[config.mk]
export PLATFORM = sky130hd
export DESIGN_NAME = usr_shift_sequencer
export DESIGN_NICKNAME = d
export VERILOG_FILES = /design/src/rtl/usr_shift_sequencer.sv
export SDC_FILE = /design/constraint.sdc
export NUM_CORES = 1
export LEC_CHECK = 0
export ABC_AREA = 1
export CAP_MARGIN = 20
export CORE_MARGIN = 3
export CORE_UTILIZATION = 49
export DETAILED_ROUTE_END_ITERATION = 10
export PLACE_DENSITY = 0.89
export SLEW_MARGIN = 15
export SYNTH_ARGS = -nofsm -noshare
export SYNTH_HDL_FRONTEND = slang
export SYNTH_SLANG_ARGS = --single-unit
[constraint.sdc]
create_clock -name clk -period 2.3 [get_ports clk]
set_input_delay 0.23 -clock clk [delete_from_list [all_inputs] [get_ports clk]]
set_output_delay 0.23 -clock clk [all_outputs]
set_load 0.05 [all_outputs]
[src/rtl/usr_shift_sequencer.sv]
// Command sequencer driving a universal shift register: optional parallel load followed by
// N serial shifts with LSB-first fill. Optional abort input enabled by USR_SEQ_ABORT_EN.

// state | meaning
// IDLE  | waiting for a command, cmd_ready high
// LOAD  | mode=11, parallel_in carries the load value for one cycle
// SHIFT | one shift per cycle, fill[0] on the active serial pin
// DONE  | mode=00, done pulse, returns to IDLE next cycle
module usr_shift_sequencer #(
    parameter int WIDTH = 4,
    parameter int CNT_W = 3
) (
    input  logic             clk,
    input  logic             reset_n,
    input  logic             cmd_valid,
    output logic             cmd_ready,
    input  logic [1:0]       cmd_op,
    input  logic [WIDTH-1:0] cmd_data,
    input  logic [CNT_W-1:0] cmd_count,
    input  logic [WIDTH-1:0] cmd_fill,
`ifdef USR_SEQ_ABORT_EN
    input  logic             cmd_abort,
`endif
    output logic [1:0]       mode,
    output logic [WIDTH-1:0] parallel_in,
    output logic             serial_in_left,
    output logic             serial_in_right,
    output logic             busy,
    output logic             done
);

    typedef enum logic [1:0] {IDLE, LOAD, SHIFT, DONE} state_t;

    state_t           state;
    logic             dir_left;
    logic [CNT_W-1:0] cnt;
    logic [WIDTH-1:0] fill;
    logic             abort_req;
    logic             src_left;
    logic [CNT_W-1:0] src_cnt;
    logic [WIDTH-1:0] src_fill;
    logic             go_shift;

`ifdef USR_SEQ_ABORT_EN
    assign abort_req = cmd_abort;
`else
    assign abort_req = 1'b0;
`endif

    // A shift can start straight from IDLE, so take its operands from the command bus there.
    always_comb begin
        src_left = dir_left;
        src_cnt  = cnt;
        src_fill = fill;
        if (state == IDLE) begin
            src_left = cmd_op[0];
            src_cnt  = cmd_count;
            src_fill = cmd_fill;
        end
        go_shift = ((state == IDLE) && cmd_valid && cmd_ready && !cmd_op[1] && (cmd_count != '0))
                || (((state == LOAD) || (state == SHIFT)) && !abort_req && (cnt != '0));
    end

    always_ff @(posedge clk or negedge reset_n) begin
        if (!reset_n) begin
            state           <= IDLE;
            dir_left        <= 1'b0;
            cnt             <= '0;
            fill            <= '0;
            mode            <= 2'b00;
            parallel_in     <= '0;
            serial_in_left  <= 1'b0;
            serial_in_right <= 1'b0;
            busy            <= 1'b0;
            done            <= 1'b0;
            cmd_ready       <= 1'b1;
        end else begin
            parallel_in     <= '0;
            serial_in_left  <= 1'b0;
            serial_in_right <= 1'b0;
            done            <= 1'b0;
            case (state)
                IDLE: begin
                    if (cmd_valid && cmd_ready) begin
                        dir_left  <= cmd_op[0];
                        busy      <= 1'b1;
                        cmd_ready <= 1'b0;
                        if (cmd_op[1]) begin
                            state       <= LOAD;
                            mode        <= 2'b11;
                            parallel_in <= cmd_data;
                            cnt         <= cmd_count;
                            fill        <= cmd_fill;
                        end else if (cmd_count == '0) begin
                            state <= DONE;
                            mode  <= 2'b00;
                            done  <= 1'b1;
                        end
                    end
                end
                LOAD, SHIFT: begin
                    if (abort_req || (cnt == '0)) begin
                        state <= DONE;
                        mode  <= 2'b00;
                        done  <= 1'b1;
                    end
                end
                DONE: begin
                    state     <= IDLE;
                    mode      <= 2'b00;
                    busy      <= 1'b0;
                    cmd_ready <= 1'b1;
                end
                default: state <= IDLE;
            endcase
            if (go_shift) begin
                state           <= SHIFT;
                mode            <= src_left ? 2'b10 : 2'b01;
                serial_in_left  <= !src_left && src_fill[0];
                serial_in_right <= src_left && src_fill[0];
                fill            <= src_fill >> 1;
                cnt             <= src_cnt - CNT_W'(1);
            end
        end
    end

endmodule

After elaboration in Yosys (flattened, before gate mapping). Index checks and enable logic that the tools add are counted.

Output and inout port bits: 11. Bits in registers: 21. Input port bits: 16. Logic and storage cells: 83.

Eq/ne operators: 7. Reduce and logical (&&, ||, !) cells: 26. Muxes and demuxes: 38. Add/subtract/negate cells: 1.

Operator list (count): two-way mux 4 bit (8); two-way mux 2 bit (11); two-way mux 3 bit (5); one-hot mux 2 bit (3 select lines) (2); two-way mux 1 bit (9); logical AND 1 bit (8); nonzero test 2 bit (4); zero test 3 bit (2); one-hot mux 1 bit (2 select lines) (3); AND reduction 3 bit (2); nonzero test 3 bit (2); == test 2 bit (second input constant) (2); inequality test 4 x 3 -> 1 bit (second input constant) (1); AND reduction 2 bit (2); inequality test 3 x 2 -> 1 bit (second input constant) (1); inequality test 3 bit (second input constant) (1); subtractor 3 x 1 -> 3 bit (second input constant) (1); == test 2 x 1 -> 1 bit (second input constant) (1); zero test 1 bit (2); zero test 2 bit (1); logical OR 1 bit (2); inequality test 2 x 1 -> 1 bit (second input constant) (1); OR reduction 2 bit (1).

Longest topological paths before layout. Gate-level depths: netlist of the first run.

Depth in word-level cells: 8. Gate-level depth with buffers: 12. Mapped depth without buffers: 10.

Worst setup path after synthesis of the first run. Ideal clock, no wire load.

Path type: reg2reg. Start point: register state[0]. End point: register cnt[2]. Period minus slack after synthesis: 1.650 ns. Setup slack: 0.650 ns. Stages on the path, launching flop included: 13. Arrival time: 1.533 ns. Setup time: 0.117 ns. Required time: 2.183 ns. Cell sequence: dfrtp_1 > inv_1 > ha_1 > buf_4 > buf_2 > nand2_1 > o21ai_0 > ha_1 > inv_1 > xor2_1 > nand2_1 > nand2_1 > nand2_1.

Longest elaborated chain between the ends: 8. Elaborated cells between the ends (all ways): 17.

Ends and longest elaborated chain: start, declared (line 34) `state_t state;`; start signal, assigned (line 66) `state <= IDLE;`; start signal, assigned (line 89) `state <= LOAD;`; start signal, assigned (line 95) `state <= DONE;`; parallel branches: the longest is 8 deep, another holds subtractor 3 x 1 -> 3 bit; end signal, assigned (line 92) `cnt <= cmd_count;`; end signal, assigned (line 122) `cnt <= src_cnt - CNT_W'(1);`; end, declared (line 36) `logic [CNT_W-1:0] cnt;`.

Several ways; the timed one is not identified. A chain may end at the register's enable or synchronous reset.

Worst setup path after layout of the first run.
Start point: register cmd_ready. End point: output port cmd_ready.

RTL lines: start, declared (line 16) `output logic cmd_ready,`; start signal, assigned (line 76) `cmd_ready <= 1'b1;`; start signal, assigned (line 87) `cmd_ready <= 1'b0;`; start signal, assigned (line 112) `cmd_ready <= 1'b1;`.

No word-level cell between the ends.

==> metrics.md, run 1 <==
| Metric | Value |
|---|---|
| Final Cycle Share | `85.5%` |
| Fillers | `between 150 and 200` |
| Grt total ovfl | `0` |
| Die width | `54.9 um` |
| Worst setup path endpoint | `cmd_ready` |
| Remaining DRCs | `0` |
| Rows | `17` |
| Core ar. | `roughly 2200 um^2` |
| Number of port buffers | `26` |
| Final Hold Violating Endpoints | `0` |
| Gr usage total | `around 20%` |
| Setup CP Type | `reg2out` |
| Postcts setup bufs | `0` |
| Die Ht | `approximately 55 um` |
| RSZ-0062 raised after global routing | `false` |
| Setup Skew | `around 0.0022 ns` |
| Worst Tran Pin Value | `between 0.5 and 0.6 ns` |
| Slowest CP cell | `clkdlybuf4s50_1` |
| FF+latch count, synth | `21` |
| Fin cells | `around 210` |
| Worst path cell trace | `clkdlybuf4s50_1` |
| Critical Path AT | `about 1.7 ns` |
| Slowest stage delay, CP | `~0.8 ns` |
| Diodes inserted | `0` |
| CP Launch Point | `cmd_ready` |
| Synth top area cells | `dfrtp_1 43%, nand2_1 15%, inv_1 7.0%` |
| Syn avg cell area | `7.82 um^2` |
| TritonCTS buffer count | `3` |
| # hold bufs at CTS | `0` |
| Cell total after placement | `a little over 200` |
| Final worst hold slack | `0.236 ns` |
| CTS tree | `built` |
| CTS Buffer Depth | `2` |
| Starting Density | `a little over half` |
| Post_cts resized | `0` |
| Clk pin slew, worst setup/hold paths | `~0.12 ns` |
| Crit Reg-Reg Startpoint | `state[0]` |
| LEAKAGE | `between 0.7 and 0.8 nW` |
| Final setup vio count | `0` |
| Post-Syn Instances | `150` |
| Initial antenna violation count | `0` |
| FF-to-FF End | `mode[1]` |
| Min cycle time layout | `around 2 ns` |
| Min-delay worst type | `in2async` |
| Total Power | `0.00194 W` |
| CP delay by family, top | `buffers and inverters` |
| 1st-pass router iterations | `4` |
| Final Wtd Congestion | `about 0.82` |
| Slew headroom | `roughly two thirds` |
| VDD IR max | `0.786 mV` |
| Layout cells sized above 1 | `around 8.4%` |
| Drt wl/cell | `roughly 13 um` |
| Cell area power density | `about 1300 nW/um^2` |
| Synth-to-layout area growth | `26.6%` |
| Crit path buf inv count | `1` |
| Vias in the first global route | `about 1000` |
| Critical Path RT | `2.07 ns` |
| Syn nets | `170` |
| Clock sink count | `21` |
| Final #Nets | `~200` |
| Setup_tns | `0 ns` |
| First-pass GRT wire length | `roughly 4.3 mm` |
| H-tree levels | `1` |
| Num ports | `27` |
| Worst reg2reg path depth | `11` |
| Status | `finished, final reports clean` |
| Top-area cell type share of the netlist area | `42.7%` |
| Detailed Route WL | `2.66 mm` |
| HPWL Detailed | `2.07 mm` |
| Worst R2R Setup Slack | `0.44 ns` |
| Clk root buf | `clkbuf_4` |
| Worst Setup End Kind | `primary output` |
| Clock latency on the worst-skew pair | `approximately 0.32 ns` |
| Die ar. | `between 3000 and 4000 um^2` |
| Startpoint types | `register` |
| Avg Vias per Cell | `between 5 and 6` |
| Crit-path max FO | `4` |
| Area leader, netlist | `dfrtp_1` |
| Max-Cap Viols | `0` |
| DR iter-0 viols | `28` |
| Yosys warning total | `0` |
| Largest net degree at the start of global routing | `22` |
| Cell Area, Synth | `1170 um^2` |
| Remaining antenna violation count | `0` |
| Via Count | `between 1000 and 1500` |
| Final Slew Violations | `0` |
| Post-synthesis sequential area ratio | `44.9%` |
| Critical Path Stages | `1` |
| Fmax | `approximately 500 MHz` |
| Distinct cells, synth | `21` |
cell usage after synthesis (all sizes together):
cell type / count
mux2i: 2
nor2: 10
xor2: 1
buf: 5
inv: 24
a21oi: 2
nand2: 48
nand3: 11
or2: 1
dfrtp: 20
o21ai: 8
dfstp: 1
nand4: 13
ha: 4
worst min path at each step:
stage	slack [ns]	depth (start not counted)	endpoint	start
6_report	0.24	2	fill[0]	reset_n
5_1_grt	0.24	2	fill[0]	reset_n
4_1_cts	0.23	2	fill[0]	reset_n
3_5_place_dp	0.48	2	dir_left	dir_left
3_3_place_gp	0.48	2	dir_left	dir_left
2_1_floorplan	-0.07	0	busy	reset_n
power breakdown:
| group | total (W) | internal [W] | switching (W) |
|---|---|---|---|
| sequential | 0.000575 | 0.000502 | 0.0000728 |
| clock | 0.000187 | 0.0000652 | 0.000122 |
| combinational | 0.00117 | 0.000402 | 0.000772 |
| total | 0.00194 | 0.000969 | 0.000967 |
stage by stage:
step	setup WS (ns)	area (um^2)	util, %
after floorplan	0.650	1170	-
after global placement	0.570	1460	65.2
after detailed placement	0.455	1460	65.2
after CTS	0.313	1480	66.4
after global routing	0.261	1480	66.4
final	0.334	1480	66.4
sequential cells by signal (all words and copies together), names as in the netlist:
| name | count |
|---|---|
| busy | 1 |
| cmd_ready | 1 |
| cnt | 3 |
| dir_left | 1 |
| done | 1 |
| fill | 4 |
| mode | 2 |
| parallel_in | 4 |
| serial_in_left | 1 |
| serial_in_right | 1 |
| state | 2 |
layout make-up:
| cell class | instances | area (um^2) | share of cell area (%) |
|---|---|---|---|
| inverters | 24 | 90.1 | 6.07 |
| repair buffers | 29 | 283 | 19.1 |
| clock inverters | 1 | 5.00 | 0.337 |
| multi-input cells | 100 | 522 | 35.2 |
| clock buffers | 3 | 22.5 | 1.52 |
| flip-flops and latches | 21 | 527 | 35.5 |
| well taps | 28 | 35.0 | 2.36 |
logic make-up after synthesis:
logic type	count (synthesis)	share of synthesized area, %
flip-flops	21	44.9
XOR/XNOR	1	0.747
buffers and inverters	29	10.6
AO/OA/AOI/OAI	10	4.27
AND/OR/NAND/NOR	83	33.5
adder cells (fa/ha/maj)	4	4.27
multiplexers	2	1.71
routing by layer:
layer	vias up	GRT usage (%)	wire, um
met5	-	0	0
met4	0	10.1	51
met3	5	4.83	154
met2	39	34.8	1400
met1	493	23.7	1060
li1	535	-	-
cells in the final DEF (no fill, tap or decap), types with 3 or more instances in the layout:
cell type / n
nand3_1: 10
nand4_1: 13
clkdlybuf4s50_1: 26
clkbuf_4: 3
buf_4: 3
nor2_1: 8
ha_1: 4
o21ai_0: 7
inv_1: 22
dfrtp_1: 20
nand2_1: 46
(Power assumes the default switching activity.)
==> run 2: changes to the inputs <==
Settings changed: HOLD_SLACK_MARGIN set to 0.08.
==> results of run 2 <==
Final layout, timing and power as in run 1 (identical DEF).
==> run 3: changes to the inputs <==
Settings changed: CTS_CLUSTER_DIAMETER set to 60.
==> results of run 3 <==
Final layout, timing and power as in run 1 (identical DEF).
